===== config.mk =====
export PLATFORM = sky130hd
export DESIGN_NAME = cnn_img_fetch_dma
export DESIGN_NICKNAME = d
export VERILOG_FILES = /design/src/rtl/cnn_img_fetch_dma_pkg.sv /design/src/rtl/cnn_img_fetch_dma_fifo.sv /design/src/rtl/cnn_img_fetch_dma.sv
export SDC_FILE = /design/constraint.sdc
export NUM_CORES = 1
export LEC_CHECK = 0
export CAP_MARGIN = 20
export CORE_UTILIZATION = 45
export CTS_CLUSTER_DIAMETER = 120
export DETAILED_ROUTE_END_ITERATION = 10
export GPL_TIMING_DRIVEN = 0
export PLACE_DENSITY = 0.67
export REMOVE_ABC_BUFFERS = 1
export SYNTH_ARGS = -nofsm -noshare
export SYNTH_HDL_FRONTEND = slang
export SYNTH_HIERARCHICAL = 1
export SYNTH_SLANG_ARGS = --single-unit

===== constraint.sdc =====
create_clock -name HCLK -period 11.4 [get_ports HCLK]
set_input_delay 3.42 -clock HCLK [delete_from_list [all_inputs] [get_ports HCLK]]
set_output_delay 3.42 -clock HCLK [all_outputs]
set_load 0.05 [all_outputs]

===== src/rtl/cnn_img_fetch_dma_pkg.sv =====
// Shared AHB-Lite encodings and DMA state type
// for the CNN image fetch path.
package cnn_img_fetch_dma_pkg;

    localparam logic [1:0] HTRANS_IDLE   = 2'b00;
    localparam logic [1:0] HTRANS_NONSEQ = 2'b10;

    localparam logic [1:0] HRESP_OKAY  = 2'b00;
    localparam logic [1:0] HRESP_ERROR = 2'b01;

    localparam logic [2:0] HSIZE_WORD = 3'b010;

    localparam int W_BURST = 3;
    localparam logic [W_BURST-1:0] HBURST_SINGLE = '0;

    typedef enum logic [2:0] {
        ST_IDLE,
        ST_ADDR,
        ST_DRAIN,
        ST_DONE,
        ST_ERR
    } dma_state_t;

endpackage


===== src/rtl/cnn_img_fetch_dma_fifo.sv =====
// Synchronous word FIFO between the AHB read
// side and the CNN pixel stream.
module cnn_stream_fifo #(
    parameter int W_DATA = 32,
    parameter int DEPTH  = 8
) (
    input  logic                     clk,
    input  logic                     rst,
    input  logic                     push,
    input  logic [W_DATA-1:0]        push_data,
    input  logic                     pop,
    output logic                     full,
    output logic                     empty,
    output logic [$clog2(DEPTH):0]   count,
    output logic [W_DATA-1:0]        head
);

    localparam int W_PTR = $clog2(DEPTH);
    localparam logic [W_PTR-1:0] PTR_ONE = W_PTR'(1);
    localparam logic [W_PTR:0] CNT_ONE = (W_PTR+1)'(1);
    localparam logic [W_PTR:0] CNT_MAX = (W_PTR+1)'(DEPTH);

    logic [W_DATA-1:0] mem [DEPTH];
    logic [W_PTR-1:0]  wr_ptr;
    logic [W_PTR-1:0]  rd_ptr;
    logic              pop_ok;
    logic              push_ok;

    assign empty   = (count == '0);
    assign full    = (count == CNT_MAX);
    assign pop_ok  = pop && !empty;
    assign push_ok = push && (!full || pop_ok);
    assign head    = mem[rd_ptr];

    // Pointers wrap naturally since DEPTH is a power of two.
    always_ff @(posedge clk or posedge rst) begin
        if (rst) begin
            wr_ptr <= '0;
            rd_ptr <= '0;
            count  <= '0;
        end else begin
            if (push_ok) wr_ptr <= wr_ptr + PTR_ONE;
            if (pop_ok)  rd_ptr <= rd_ptr + PTR_ONE;
            if (push_ok && !pop_ok)
                count <= count + CNT_ONE;
            else if (pop_ok && !push_ok)
                count <= count - CNT_ONE;
        end
    end

    // Storage has no reset; only slots below count are ever read.
    always_ff @(posedge clk) begin
        if (push_ok) mem[wr_ptr] <= push_data;
    end

endmodule


===== src/rtl/cnn_img_fetch_dma.sv =====
// AHB-Lite read master streaming image words
// from BRAM into the CNN compute core.
module cnn_img_fetch_dma
    import cnn_img_fetch_dma_pkg::*;
#(
    parameter int W_ADDR     = 32,
    parameter int W_DATA     = 32,
    parameter int W_CNT      = 14,
    parameter int FIFO_DEPTH = 8
) (
    input  logic               HCLK,
    input  logic               HRESET,
    input  logic               i_start,
    input  logic [W_ADDR-1:0]  i_base_addr,
    input  logic [W_CNT-1:0]   i_n_words,
    output logic               o_busy,
    output logic               o_done,
    output logic               o_err,
    input  logic               i_HREADY,
    input  logic [1:0]         i_HRESP,
    input  logic [W_DATA-1:0]  i_HRDATA,
    output logic [W_ADDR-1:0]  o_HADDR,
    output logic [1:0]         o_HTRANS,
    output logic               o_HWRITE,
    output logic [2:0]         o_HSIZE,
    output logic [W_BURST-1:0] o_HBURST,
    output logic [W_DATA-1:0]  o_HWDATA,
    output logic               o_pix_valid,
    output logic [W_DATA-1:0]  o_pix_data,
    input  logic               i_pix_ready
);

    localparam int W_FCNT = $clog2(FIFO_DEPTH) + 1;
    localparam logic [W_FCNT:0] F_ONE = (W_FCNT+1)'(1);
    localparam logic [W_FCNT:0] F_LIM = (W_FCNT+1)'(FIFO_DEPTH);
    localparam logic [W_CNT-1:0] C_ONE = W_CNT'(1);
    localparam logic [W_ADDR-1:0] STEP  = W_ADDR'(4);
    localparam logic [W_ADDR-1:0] ALIGN = ~(W_ADDR'(3));

    dma_state_t        state;
    logic [W_CNT-1:0]  addr_left;
    logic [W_CNT-1:0]  data_left;
    logic              dphase;

    logic              fifo_full;
    logic              fifo_empty;
    logic [W_FCNT-1:0] fifo_count;

    logic              acc_addr;
    logic              data_ok;
    logic              err_cyc;
    logic              push;
    logic              pop;
    logic              dphase_nxt;
    logic              addr_more;
    logic [W_FCNT:0]   cnt_sum;
    logic              room;

    assign o_HWRITE = 1'b0;
    assign o_HSIZE  = HSIZE_WORD;
    assign o_HBURST = HBURST_SINGLE;
    assign o_HWDATA = '0;

    assign acc_addr = (o_HTRANS == HTRANS_NONSEQ) && i_HREADY;
    assign data_ok  = dphase && i_HREADY && (i_HRESP == HRESP_OKAY);
    assign err_cyc  = dphase && (i_HRESP == HRESP_ERROR);
    assign push     = data_ok && (!fifo_full || pop);
    assign pop      = o_pix_valid && i_pix_ready;
    assign o_pix_valid = !fifo_empty;

    assign dphase_nxt = i_HREADY ? acc_addr : dphase;
    assign addr_more  = acc_addr ? (addr_left != C_ONE)
                                 : (addr_left != '0);

    // Next-cycle FIFO occupancy including the word in flight;
    // a new address is issued only if its data is sure to fit.
    always_comb begin
        cnt_sum = {1'b0, fifo_count};
        if (push)       cnt_sum = cnt_sum + F_ONE;
        if (pop)        cnt_sum = cnt_sum - F_ONE;
        if (dphase_nxt) cnt_sum = cnt_sum + F_ONE;
    end

    assign room = (cnt_sum < F_LIM);

    // Transfer FSM with registered AHB control and status outputs.
    always_ff @(posedge HCLK or posedge HRESET) begin
        if (HRESET) begin
            state     <= ST_IDLE;
            o_HADDR   <= '0;
            o_HTRANS  <= HTRANS_IDLE;
            o_busy    <= 1'b0;
            o_done    <= 1'b0;
            o_err     <= 1'b0;
            addr_left <= '0;
            data_left <= '0;
            dphase    <= 1'b0;
        end else begin
            unique case (state)
                ST_IDLE: begin
                    o_done <= 1'b0;
                    if (i_start) begin
                        o_err <= 1'b0;
                        if (i_n_words == '0) begin
                            state  <= ST_DONE;
                            o_done <= 1'b1;
                        end else begin
                            state     <= ST_ADDR;
                            o_busy    <= 1'b1;
                            o_HADDR   <= i_base_addr & ALIGN;
                            addr_left <= i_n_words;
                            data_left <= i_n_words;
                            o_HTRANS  <= room ? HTRANS_NONSEQ
                                              : HTRANS_IDLE;
                        end
                    end
                end
                ST_ADDR, ST_DRAIN: begin
                    dphase <= dphase_nxt;
                    if (acc_addr) begin
                        o_HADDR   <= o_HADDR + STEP;
                        addr_left <= addr_left - C_ONE;
                        if (addr_left == C_ONE) state <= ST_DRAIN;
                    end
                    if (data_ok) data_left <= data_left - C_ONE;
                    if (err_cyc) begin
                        // Cancel the pipelined address on the first
                        // error cycle; abort on the second.
                        o_HTRANS <= HTRANS_IDLE;
                        if (i_HREADY) begin
                            state  <= ST_ERR;
                            dphase <= 1'b0;
                            o_busy <= 1'b0;
                            o_done <= 1'b1;
                            o_err  <= 1'b1;
                        end
                    end else if (data_ok && data_left == C_ONE) begin
                        state    <= ST_DONE;
                        o_HTRANS <= HTRANS_IDLE;
                        o_busy   <= 1'b0;
                        o_done   <= 1'b1;
                    end else if (i_HREADY) begin
                        o_HTRANS <= (addr_more && room) ? HTRANS_NONSEQ
                                                        : HTRANS_IDLE;
                    end
                end
                ST_DONE, ST_ERR: begin
                    o_done <= 1'b0;
                    state  <= ST_IDLE;
                end
                default: state <= ST_IDLE;
            endcase
        end
    end

    cnn_stream_fifo #(
        .W_DATA (W_DATA),
        .DEPTH  (FIFO_DEPTH)
    ) u_fifo (
        .clk       (HCLK),
        .rst       (HRESET),
        .push      (push),
        .push_data (i_HRDATA),
        .pop       (pop),
        .full      (fifo_full),
        .empty     (fifo_empty),
        .count     (fifo_count),
        .head      (o_pix_data)
    );

endmodule

==> results.cfg <==
[logic_synthesis]
synth_area_um2 = 14800
synthTopCellsByCount = edfxtp_1, dfrtp_1, a21oi_1
ys_async_sr_fraction = 0.229
yosysSeqAreaShare = 0.649
yosysWarnings = 6
ys_types = 69
synth_edf_count = 256
ys_ff_latch = 332
synth_area_per_cell_um2 = 14.9
syn_inst = 995
synth_top_area_frac = 0.520
synth.area.top_cells = edfxtp_1, dfrtp_1, mux4_2
synth_ff_type = edfxtp_1
synth_most_common_cell = edfxtp_1
synth_area_leader_cell = edfxtp_1

[timing]
setup_viol = 0
skew_ns = 0.0169
worst_pin_slew_ns = 1.03
finalCritPeriodShare = 0.592
setup_ws_ns = 4.65
finalCriticalPeriod_ns = 6.75
drv_slew = 0
final-hold-violation-count = 0
max_freq_mhz = 148
rsz0062_at_grt = false
max_slew_margin = 0.307

[detailed_routing]
avgRoutedWirePerCell_um = 19.9
drt_wl_total_um = 32600
viasPerCell = 5.59
drt_iter0_drc = 496
firstDrtPassIters = 5
vias = 9143
final_antenna_net_count = 0
drc = 0

[layout]
nets = 1262
final_area_um2 = 18200
areaGrowthSynthToFinish_pct = 23.0
fill_cells = 2581
final_util = 0.560
drive_above_1_share = 0.174

[floorplan]
fp.dieArea_um2 = 33600
rows = 66
die_height_um = 183
die-width_um = 183
core_area_um2 = 32500
io_pins = 194
initial_core_util = 0.456

[clocking]
cts-root-buf = clkbuf_16
clk_latency_ns = 0.52
clk_pin_slew_ns = 0.06
numClockSinks = 332
cts_resized = 0
cts_buffers = 37
cts_tree = done
htreeDepth = 2
hold_buffers = 0
cts_setup_buffers = 0
cts_buffer_depth = 3

[pwr]
ir_worst_vdd_v = 0.000148
power_density_nw_per_um2 = 270
leakage_uw = 0.00625
p_total_uw = 4910

[placement]
placed_area_um2 = 17000
port_buffers = 149
pre_cts_slack_ns = 4.18
dpl.hpwl_um = 21400
place_congestion = 0.792

[hold_path]
min_delay_path_depth = 1
min_path_type = reg2reg

[setup_path]
cp-end-kind = flip-flop
cp.required_ns = 11.62
r2r_cells = 7
crit_arrival_ns = 6.97
start_kind = input port
critical_path_class = in2reg
crit_fanout = 10
rrSetupSlack_ns = 7.67

[grt]
grt_max_degree = 54
grt_pass1_wl_um = 51400
grt_pass1_vias = 9244
grt-ovfl-total = 0
antenna_found_initial = 1
grtUsageTotal = 0.198

[run]
drv_cap = 0

[run_status]
status = finished clean
-- layer usage --
layer  vias up  share of wire  global-route usage
li1       4192              -                   -
met1      4656           0.43               0.266
met2       259           0.49               0.333
met3        36          0.060              0.0401
met4         0          0.013              0.0413
met5         -              0                   0
-- cells by family (layout without fill, tap and decap cells) --
| group | count (synthesis) | in the layout | share of synthesized area |
|---|---|---|---|
| buffers and inverters | 112 | 271 | 0.0423 |
| AOI/OAI and AO/OA | 220 | 220 | 0.0944 |
| xor gates and xnor gates | 9 | 9 | 0.00533 |
| DFF | 332 | 332 | 0.649 |
| and+or+nand+nor | 205 | 205 | 0.0712 |
| adders and majority gates | 12 | 12 | 0.0107 |
| muxes | 103 | 103 | 0.127 |
| other | 2 | 43 | 0.000508 |
-- where the power goes --
part / internal, uW / switching (uW)
combinational: 865 / 1220
clock: 687 / 467
sequential: 1450 / 226
total: 3000 / 1910
-- sequential cells by signal, summed over array words and instances, names as in the netlist --
register	count
state	3
u_fifo/wr_ptr	3
o_busy	1
u_fifo/count	4
o_HTRANS	1
dphase	1
u_fifo/rd_ptr	3
o_done	1
o_HADDR	30
addr_left	14
data_left	14
o_err	1
u_fifo/mem	256
-- final timing paths --
check	start	to
min in group asynchronous	HRESET	data_left[11]
max	i_HREADY	u_fifo/mem[1][11]
max in group asynchronous	HRESET	o_HADDR[23]
max reg2reg	u_fifo/count[0]	u_fifo/mem[1][11]
min reg2reg	o_err	o_err
min	o_err	o_err
-- metrics by stage --
step	hold slack, ns	cells	TNS (ns)
floorplan	0.467	942	0
global placement	0.481	1533	-30.04
detailed placement	0.484	1568	0
CTS	0.498	1636	0
global route	0.508	1636	0
finish	0.489	1637	0
-- cell type report --
cell class	count	area, um^2	area share
clock buffer	46	991	0.0545
sequential	332	9600	0.528
clock inverter	22	194	0.0107
antenna	1	2.50	0.000138
tap	442	553	0.0304
timing repair buffer	184	1990	0.109
inverter	19	73.8	0.00406
multi-input combinational	591	4790	0.263
-- critical path, cell delays in order --
cell	delay, ns
clkdlybuf4s50_1	0.72
nand4bb_1	0.32
a21oi_1	0.77
o211ai_1	0.52
nor3_2	0.75
buf_6	0.27
buf_6	0.19
-- cells in the final DEF, fill, tap and decap left out, types with 5 or more instances in the layout --
master           count
clkbuf_16           38
nand3b_1             5
buf_6               10
buf_4               11
nand2_1             37
inv_1               17
a31oi_1             13
nor2_1              55
ha_1                11
xnor2_1              7
a2bb2oi_1            7
clkbuf_1             7
nor4_1               9
nand4_1              8
dfrtp_1             73
buf_12               5
mux2_2              34
nand2b_1             8
edfxtp_1           256
mux4_2              64
clkinv_1            14
o22a_1              18
o21a_1               6
conb_1              42
o22ai_1              8
nand3_1             20
o21ai_0             49
a21oi_1             73
and3_1               9
a22oi_1              8
clkdlybuf4s50_1    149
buf_16               6
or3_1                6
nor3_1              17
a21o_1               5
(Power assumes the default switching activity.)
